### src/rtl/systolic_pkg.sv
// systolic_pkg
// Shared constants and types for the systolic array result path.
//   DATA_W  - width of one result frame (16 lanes of LANE_W bits)
//   WORD_W  - width of one word on the narrow downstream port
//   WORDS   - words per frame
//   LANE_W  - width of a single result lane
//   IDX_W   - width of the word index within a frame
//   STAT_W  - width of the dropped-frame counter
//   drain_state_t - control state of the result drain
package systolic_pkg;

    localparam int DATA_W = 128;
    localparam int WORD_W = 32;
    localparam int WORDS  = DATA_W / WORD_W;
    localparam int LANE_W = 8;
    localparam int IDX_W  = 2;
    localparam int STAT_W = 8;

    typedef enum logic {
        EMPTY = 1'b0,
        SEND  = 1'b1
    } drain_state_t;

endpackage

### src/rtl/systolic_result_drain_frame_fifo.sv
// frame_fifo
// DEPTH-entry buffer of whole result frames with pop-before-push semantics:
// a push while full is legal when a pop happens in the same cycle.
// Ports:
//   clk, reset       - clock, asynchronous active-high reset
//   push_i, wdata_i  - write strobe and frame to store
//   pop_i            - discard the head frame
//   rdata_o          - head frame (registered storage, no path from wdata_i)
//   full_o, empty_o  - occupancy flags
//   count_o          - occupancy, 0..DEPTH
module frame_fifo #(
    parameter int DATA_W = 128,
    parameter int DEPTH  = 2,
    parameter int AW     = (DEPTH > 1) ? $clog2(DEPTH) : 1
) (
    input  logic              clk,
    input  logic              reset,
    input  logic              push_i,
    input  logic [DATA_W-1:0] wdata_i,
    input  logic              pop_i,
    output logic [DATA_W-1:0] rdata_o,
    output logic              full_o,
    output logic              empty_o,
    output logic [AW:0]       count_o
);

    logic [DATA_W-1:0] mem_q [DEPTH];
    logic [AW-1:0]     wr_ptr_q, wr_ptr_d;
    logic [AW-1:0]     rd_ptr_q, rd_ptr_d;
    logic [AW:0]       count_q, count_d;
    logic              do_push, do_pop;

    // A pop frees the head slot first, so a full buffer can still accept
    // a frame on the cycle it pops. Pointers wrap naturally at DEPTH.
    always_comb begin
        do_pop   = pop_i && (count_q != '0);
        do_push  = push_i && ((count_q != (AW+1)'(DEPTH)) || do_pop);
        wr_ptr_d = do_push ? wr_ptr_q + 1'b1 : wr_ptr_q;
        rd_ptr_d = do_pop  ? rd_ptr_q + 1'b1 : rd_ptr_q;
        count_d  = count_q;
        if (do_push && !do_pop) begin
            count_d = count_q + 1'b1;
        end else if (do_pop && !do_push) begin
            count_d = count_q - 1'b1;
        end
    end

    always_ff @(posedge clk or posedge reset) begin
        if (reset) begin
            wr_ptr_q <= '0;
            rd_ptr_q <= '0;
            count_q  <= '0;
        end else begin
            wr_ptr_q <= wr_ptr_d;
            rd_ptr_q <= rd_ptr_d;
            count_q  <= count_d;
        end
    end

    // Storage needs no reset; the consumer masks the head while empty.
    always_ff @(posedge clk) begin
        if (do_push) begin
            mem_q[wr_ptr_q] <= wdata_i;
        end
    end

    assign rdata_o = mem_q[rd_ptr_q];
    assign full_o  = (count_q == (AW+1)'(DEPTH));
    assign empty_o = (count_q == '0);
    assign count_o = count_q;

endmodule

### src/rtl/systolic_result_drain.sv
// systolic_result_drain
// Captures 128-bit result frames from the systolic array, buffers up to
// DEPTH of them and streams each out as WORD_W-bit words, lowest word first,
// on a valid/ready handshake. Frames arriving into a full buffer (with no
// same-cycle pop) are dropped and counted.
// Ports:
//   clk, reset              - clock, asynchronous active-high reset
//   res_valid_in, res_in    - frame strobe and frame data from the array
//   word_out, word_valid    - current output word and its valid
//   word_ready              - downstream accepts the word
//   word_last, word_idx     - final-word marker and position within frame
//   overflow, drop_cnt      - sticky drop flag and saturating drop count
//   clr_stat                - synchronous clear of overflow/drop_cnt
//   busy                    - buffer holds at least one frame
module systolic_result_drain #(
    parameter int DATA_W = systolic_pkg::DATA_W,
    parameter int WORD_W = systolic_pkg::WORD_W,
    parameter int DEPTH  = 2
) (
    input  logic              clk,
    input  logic              reset,
    input  logic              res_valid_in,
    input  logic [DATA_W-1:0] res_in,
    output logic [WORD_W-1:0] word_out,
    output logic              word_valid,
    input  logic              word_ready,
    output logic              word_last,
    output logic [1:0]        word_idx,
    output logic              overflow,
    output logic [7:0]        drop_cnt,
    input  logic              clr_stat,
    output logic              busy
);

    import systolic_pkg::*;

    localparam int WORDS_N = DATA_W / WORD_W;
    localparam int AW      = (DEPTH > 1) ? $clog2(DEPTH) : 1;
    localparam logic [IDX_W-1:0] LAST_IDX = IDX_W'(WORDS_N - 1);

    drain_state_t      state_q, state_d;
    logic [IDX_W-1:0]  idx_q, idx_d;
    logic              overflow_q, overflow_d;
    logic [STAT_W-1:0] drop_q, drop_d;

    logic              fifo_push, fifo_pop, fifo_full, fifo_empty;
    logic [AW:0]       fifo_count;
    logic [DATA_W-1:0] head_frame;
    logic              xfer, drop;

    frame_fifo #(
        .DATA_W (DATA_W),
        .DEPTH  (DEPTH),
        .AW     (AW)
    ) u_frame_fifo (
        .clk     (clk),
        .reset   (reset),
        .push_i  (fifo_push),
        .wdata_i (res_in),
        .pop_i   (fifo_pop),
        .rdata_o (head_frame),
        .full_o  (fifo_full),
        .empty_o (fifo_empty),
        .count_o (fifo_count)
    );

    // Handshake decode. The head frame pops on the transfer of its last
    // word; that pop makes room, so a strobe on the same cycle is not a drop.
    always_comb begin
        xfer      = (state_q == SEND) && word_ready;
        fifo_pop  = xfer && (idx_q == LAST_IDX);
        drop      = res_valid_in && fifo_full && !fifo_pop;
        fifo_push = res_valid_in && !drop;

        idx_d = idx_q;
        if (xfer) begin
            idx_d = fifo_pop ? '0 : idx_q + 1'b1;
        end

        // SEND tracks non-zero occupancy, so it doubles as word_valid.
        state_d = state_q;
        case (state_q)
            EMPTY: if (fifo_push) state_d = SEND;
            SEND:  if (fifo_pop && !fifo_push && (fifo_count == (AW+1)'(1)))
                       state_d = EMPTY;
            default: state_d = EMPTY;
        endcase

        // A clear wins over a coincident drop.
        overflow_d = overflow_q;
        drop_d     = drop_q;
        if (clr_stat) begin
            overflow_d = 1'b0;
            drop_d     = '0;
        end else if (drop) begin
            overflow_d = 1'b1;
            if (drop_q != '1) begin
                drop_d = drop_q + 1'b1;
            end
        end
    end

    always_ff @(posedge clk or posedge reset) begin
        if (reset) begin
            state_q    <= EMPTY;
            idx_q      <= '0;
            overflow_q <= 1'b0;
            drop_q     <= '0;
        end else begin
            state_q    <= state_d;
            idx_q      <= idx_d;
            overflow_q <= overflow_d;
            drop_q     <= drop_d;
        end
    end

    // Output is masked to zero while empty so stale storage never shows.
    assign word_valid = (state_q == SEND);
    assign busy       = !fifo_empty;
    assign word_out   = word_valid ? head_frame[32'(idx_q) * WORD_W +: WORD_W] : '0;
    assign word_last  = word_valid && (idx_q == LAST_IDX);
    assign word_idx   = idx_q;
    assign overflow   = overflow_q;
    assign drop_cnt   = drop_q;

endmodule

### config.mk
export PLATFORM = sky130hd
export DESIGN_NAME = systolic_result_drain
export DESIGN_NICKNAME = d
export VERILOG_FILES = /design/src/rtl/systolic_pkg.sv /design/src/rtl/systolic_result_drain_frame_fifo.sv /design/src/rtl/systolic_result_drain.sv
export SDC_FILE = /design/constraint.sdc
export NUM_CORES = 1
export LEC_CHECK = 0
export CAP_MARGIN = 20
export CORE_MARGIN = 8
export CORE_UTILIZATION = 50
export CTS_BUF_LIST = sky130_fd_sc_hd__clkbuf_16
export DETAILED_ROUTE_END_ITERATION = 8
export PLACE_DENSITY = 0.86
export REMOVE_ABC_BUFFERS = 1
export SETUP_SLACK_MARGIN = 0.2
export SLEW_MARGIN = 20
export SYNTH_ARGS = -nofsm -noshare
export SYNTH_HDL_FRONTEND = slang
export SYNTH_HIERARCHICAL = 1
export SYNTH_SLANG_ARGS = --single-unit
### constraint.sdc
create_clock -name clk -period 19.6 [get_ports clk]
set_input_delay 1.96 -clock clk [delete_from_list [all_inputs] [get_ports clk]]
set_output_delay 1.96 -clock clk [all_outputs]
set_load 0.05 [all_outputs]
==> results of run 1 <==
==> critical path, delay by kind of cell (launching register included) <==
family                 cells  cell delay (ns)
buffers and inverters      2             1.52
DFF                        1             0.94
muxes                      2             0.89
and+or+nand+nor            1             0.17
==> state kept, by name, indices dropped and copies added (netlist names) <==
name                   cells
u_frame_fifo/rd_ptr_q      1
drop_cnt                   8
word_idx                   2
overflow                   1
u_frame_fifo/count_o       2
word_valid                 1
u_frame_fifo/wr_ptr_q      1
u_frame_fifo/mem_q       256
==> routing by layer <==
metal / part of all wire [%] / up-vias / GRT usage [%]
met1: 40 / 2849 / 19.7
li1: - / 2602 / -
met4: 2.0 / 0 / 4.30
met2: 51 / 183 / 28.8
met5: 0 / - / 0
met3: 6.6 / 38 / 3.62
==> report_power, final <==
group	switching (µW)	leakage (µW)	internal, µW
logic	493	0.00169	405
registers	87.9	0.00256	799
clock network	207	0.000422	277
total	788	0.00467	1480
==> cells by family (layout without fill, tap and decap cells) <==
family	count (synthesis)	in the layout	synth area share, %
xor gates and xnor gates	5	5	0.394
muxes	163	163	19.7
and+or+nand+nor	67	67	3.66
buffers and inverters	35	241	2.21
adders and majority gates	3	3	0.337
DFF	272	272	72.7
AOI/OAI and AO/OA	18	18	1.00
==> layout by cell type, fill, tap and decap left out, types with 6 or more instances in the layout <==
cell,instances
a21oi_1,7
and2_1,33
buf_4,6
clkbuf_16,27
clkdlybuf4s50_1,178
clkinv_1,8
dfrtp_1,13
edfxtp_1,256
inv_1,10
mux2_2,131
mux4_2,32
nor2_1,7
==> layout make-up <==
type / instances / share of cell area (%)
clock inverters: 23 / 1.20
flip-flops and latches: 272 / 58.0
well taps: 280 / 2.51
repair buffers: 184 / 13.1
inverters: 7 / 0.188
clock buffers: 27 / 4.84
multi-input cells: 256 / 20.1
==> how the worst max path moves through the flow <==
stage,from,endpoint,slack (ns),depth (start not counted)
CTS,u_frame_fifo/rd_ptr_q$_DFFE_PP0N_,word_out[23],13.46,5
floorplan,word_idx[0]$_DFFE_PP0P_,u_frame_fifo/mem_q[0][0]$_DFFE_PP_,11.01,5
finish,u_frame_fifo/rd_ptr_q$_DFFE_PP0N_,word_out[12],13.47,5
detailed placement,u_frame_fifo/rd_ptr_q$_DFFE_PP0N_,word_out[23],14.02,5
global placement,u_frame_fifo/rd_ptr_q$_DFFE_PP0N_,word_out[22],14.13,5
global route,u_frame_fifo/rd_ptr_q$_DFFE_PP0N_,word_out[20],13.30,5
==> cell usage after synthesis (all sizes together) <==
cell type    n
nand3        6
nand3b       1
dfrtp       16
edfxtp     256
xnor2        3
a21oi        7
o21ai        4
ha           3
xor2         2
clkbuf       7
nand2        3
or4          3
o31ai        3
mux2       131
nor3         1
a21o         1
nor2         8
buf         21
a311oi       1
nor4         1
nor2b        3
inv          7
mux4        32
a31oi        1
or3          1
a21boi       1
and4         3
and3         2
nand2b       1
and2        34
==> metrics by stage <==
stage,instances,area [µm²]
finish,1049,13900
global route,1049,13900
CTS,1049,13900
detailed placement,999,13100
global placement,999,13100
floorplan,535,10900
==> metrics, run 1 <==
status=completed; number of vias per cell=5.41; HP Class=reg2reg; PwrDens=163 nW/µm²; Slew headroom=30.1%; ratio of cells with drive above 1 in the final layout=28.5%; Final setup violation count=0; antenna violations before repair=0; Startpoint Class=flop; CTS Buf Count=27; Avg Cell Area, Syn=19.8 µm²; cell at the slowest stage of the critical path=dfrtp_4; Worst-path clk slew=0.06 ns; post-CTS sizing=0; Post-CTS Hold Fix Bufs=0; Synth Warn #=6; Root Buffer=clkbuf_16; Syn-to-layout area delta=25.3%; diode count=0; worst setup margin=13.47 ns; Util after Layout=63.9%; Clock Skew=0.0146 ns; maxcap violations=0; crit path time final=6.13 ns; worst r2r path cells=7; setup TNS=0 ns; Slew Limit Fails=0; final net count=884; crit-path max FO=68; Pre-antenna DRT Iters=5; Die ar.=27300 µm²; I/O Buffers=178; Core Area=21800 µm²; WP data required=17.64 ns; Slew @ Worst Pin=1.05 ns; num ports=179; post-synthesis cell count=563; critical path class=reg2out; drt drc=0; number of global-route vias before repair=6362; largest net degree at the start of global routing=69; final wirelength=22.2 mm; Netlist Area Pre-Place=11100 µm²; Cell variety after synth=35; sequential share of the synthesized area=72.7%; CP cell instances=buf_4 -> mux2_2 -> mux4_2 -> and2_1 -> clkdlybuf4s50_1; Arr. time, crit path=4.17 ns; vias=5672; postcts setup bufs=0; hold endpoint=overflow$_DFFE_PP0P_; H-Tree Depth=1; DRT antenna net count=0; Max Buffers Root-to-Sink=3; global route overflow=0; gpl congestion=0.768; post-route clock period utilization=31.3%; Final Hold Viols=0; sequential standard cell area=8090 µm²; Die Height=165 µm; reg-to-reg endpoint=u_frame_fifo/mem_q[1][4]$_DFFE_PP_; worst flop-to-flop path startpoint=word_idx[1]$_DFFE_PP0P_; Worst path max stage delay=0.94 ns; hold path depth=2; Hold Startpoint=overflow$_DFFE_PP0P_; Core Rows=54; CTS Sinks=272; all-layer global routing usage=16.2%; Area contributors post-synth=edfxtp_1 69%, mux2_2 13%, mux4_2 6.5%; CTS tree=done; Setup Slack @ Placement=14.02 ns; initial DRC count=306; unrepaired setup endpoints after global routing=false; layout filler cell count=1482; Max VDD drop=0.124 mV; Worst setup EP type=output port; HPWL after DPL=14.4 mm; top cell type's share of synthesized area=69.1%; FMAX=0.163 GHz; worst skew pair latency=0.53 ns; Static Leak=0.00467 µW; post-DR wirelength/cell=21.2 µm; post-synthesis cell type with the largest combined area=edfxtp_1; area of the multi-input gates=2810 µm²; overall power=2270 µW; hold slack final=0.500 ns; Starting Density=51.0%; first-pass GRT wire length=34.4 mm; R2R Setup Slk=15.51 ns; die width=165 µm; Synth Register Bits=272
No activity file was read; power rests on OpenSTA's default activity.
==> run 2: changes to the inputs <==
==> constraint.sdc (replaced) <==
create_clock -name clk -period 5.99 [get_ports clk]
set_input_delay 0.599 -clock clk [delete_from_list [all_inputs] [get_ports clk]]
set_output_delay 0.599 -clock clk [all_outputs]
set_load 0.05 [all_outputs]
==> run 2 against run 1 <==
Utilization grew 0.33 points. Cell area up 0.51%. Non-clock buffer count rose by 2. Sequential share of layout area shrank 0.30 points. Critical path type unchanged. Clock skew decreased by 0.0044 ns. Highest routed layer unchanged. Worst hold slack got worse by 0.19 ns. Critical endpoint unchanged. Critical path depth is the same. Count of clock-buffer cells in the layout increased by 2. Largest cell class unchanged.
==> metrics, run 2 (synthesis results as in run 1) <==
crit-path max FO=68 (unchanged); FMAX=0.232 GHz; commonest non-fill, non-tap cells in the layout=256 x edfxtp_1, 178 x clkdlybuf4s50_1, 131 x mux2_2; die width=165 µm (unchanged); post-route clock period utilization=72.1%; Final Hold Viols=0 (unchanged); sequential power share=38.8% (-0.3 points); Top reg by flops=u_frame_fifo/mem_q; Startpoint Class=flop; Clock Skew=0.0103 ns (-0.00436 ns); DRT antenna net count=0 (unchanged); Syn-to-layout area delta=25.9%; Static Leak=0.00475 µW (+1.6%); critical path class=reg2out; Comb power frac=39.7% (about the same); Die ar.=27300 µm² (unchanged); Final setup violation count=0 (unchanged); placed cell count=1000 (+0.10%); number of global-route vias before repair=6448 (+1.4%); final net count=887 (+0.34%); H-Tree Depth=1 (unchanged); initial DRC count=341 (+11%); most common cell after layout, fill and taps aside=edfxtp_1; largest net degree at the start of global routing=82 (+19%); global route overflow=0 (unchanged); CTS tree=done; post-CTS sizing=0 (unchanged); unrepaired setup endpoints after global routing=false; all-layer global routing usage=16.3% (+0.020 points); clock group share of total power=21.5% (about the same); HP Class=in2async; Pint=4910 µW (+230%); Slew headroom=31.4% (+1.3 points); Slew Limit Fails=0 (unchanged); ratio of cells with drive above 1 in the final layout=28.2% (-0.24 points); number of flip-flops in the largest register=256 (unchanged); status=completed; post-DR wirelength/cell=21.3 µm (+0.43%); Max VDD drop=0.458 mV (+270%); maxcap violations=0 (unchanged); Net Sw Frac=34.3% (-0.41 points); PwrDens=533 nW/µm² (+230%); Worst-path clk slew=0.06 ns (about the same); Die Height=165 µm (unchanged); Pre-antenna DRT Iters=4 (-1); final wirelength=22.4 mm (+0.72%); antenna violations before repair=0 (unchanged); Worst setup EP type=output port; Slew @ Worst Pin=1.03 ns (-0.0190 ns); crit path time final=4.32 ns; diode count=0 (unchanged); number of vias per cell=5.42 (+0.24%); num ports=179 (unchanged); HPWL after DPL=14.6 mm (+1.5%); Non-Filler Instances=1052 (+0.29%); Starting Density=51.0% (unchanged); Post-CTS Hold Fix Bufs=0 (unchanged); drt drc=0 (unchanged); Core Area=21800 µm² (unchanged); first-pass GRT wire length=34.7 mm (+0.90%); vias=5702 (+0.53%); CTS Sinks=272 (unchanged); CTS Buf Count=28 (+3.7%); I/O Buffers=178 (unchanged); Max Buffers Root-to-Sink=3 (unchanged); postcts setup bufs=0 (unchanged); WP data required=5.39 ns (-12.25 ns); sw power=2570 µW (+230%); Core Rows=54 (unchanged); Util after Layout=64.2% (+0.33 points); Root Buffer=clkbuf_16; gpl congestion=0.761 (-0.86%); worst skew pair latency=0.52 ns (about the same); Arr. time, crit path=3.72 ns (-0.45 ns)
## run 2: cell count changes in the layout (fill, tap and decap cells not counted), sizes merged
| cell | change |
|---|---|
| inv | +8 |
| clkinv | -7 |
| buf | +2 |
| clkbuf | +2 |
| clkinvlp | -2 |
## run 2: through the flow
step / setup slack, ns / setup TNS [ns] / area [µm²] / total power, µW / hold WS, ns
after floorplan: -2.60 / -354.71 / 10900 / 5100 / 0.365
after detailed placement: 2.10 / 0 / 13100 / 5930 / 0.510
final: 1.67 / 0 / 14000 / 7480 / 0.313
after CTS: 1.65 / 0 / 14000 / 7560 / 0.292
after global routing: 1.52 / 0 / 14000 / 7820 / 0.309
after global placement: 2.25 / 0 / 13100 / 5820 / 0.493
## run 2: critical path, cell delays in order, from the launching register on
cell,delay [ns]
dfrtp_4,0.96
buf_12,0.40
mux2_2,0.38
mux4_2,0.47
and2_1,0.18
clkdlybuf4s50_1,0.70
## run 2: power by group through the flow
stage / Sequential, µW / Clock [µW] / Combinational [µW]
6_report: 2900 / 1610 / 2970
3_3_place_gp: 2910 / 0 / 2910
5_1_grt: 2950 / 1720 / 3140
3_5_place_dp: 2950 / 0 / 2980
2_1_floorplan: 3030 / 0 / 2070
4_1_cts: 2910 / 1660 / 2990
## run 2: area by class of cell
type | instances | area [µm²]
tap | 280 | 350
clock buffer | 29 | 726
clock inverter | 22 | 141
sequential | 272 | 8090
inverter | 7 | 26.3
fill | 1460 | 7800
multi-input combinational | 256 | 2810
timing repair buffer | 186 | 1870
## run 2: final timing paths
check / startpoint / end / slack (ns) / cells past startpoint
worst max-delay path: u_frame_fifo/rd_ptr_q$_DFFE_PP0N_ / word_out[12] / 1.67 / 5
worst min register to register: overflow$_DFFE_PP0P_ / overflow$_DFFE_PP0P_ / 0.51 / 2
min in group clk: overflow$_DFFE_PP0P_ / overflow$_DFFE_PP0P_ / 0.51 / 2
max in group asynchronous: reset / word_idx[1]$_DFFE_PP0P_ / 5.19 / 2
worst min-delay path: reset / u_frame_fifo/count_o[0]$_DFFE_PP0P_ / 0.31 / 2
worst max register to register: word_idx[1]$_DFFE_PP0P_ / u_frame_fifo/mem_q[1][58]$_DFFE_PP_ / 2.40 / 8
## run 2: layer usage
layer | track usage [%] | share of wire (%) | routed length (µm)
met5 | 0 | 0 | 0
met2 | 29.2 | 53 | 11800
met4 | 3.69 | 1.4 | 310
met1 | 19.5 | 39 | 8670
met3 | 3.77 | 6.9 | 1550
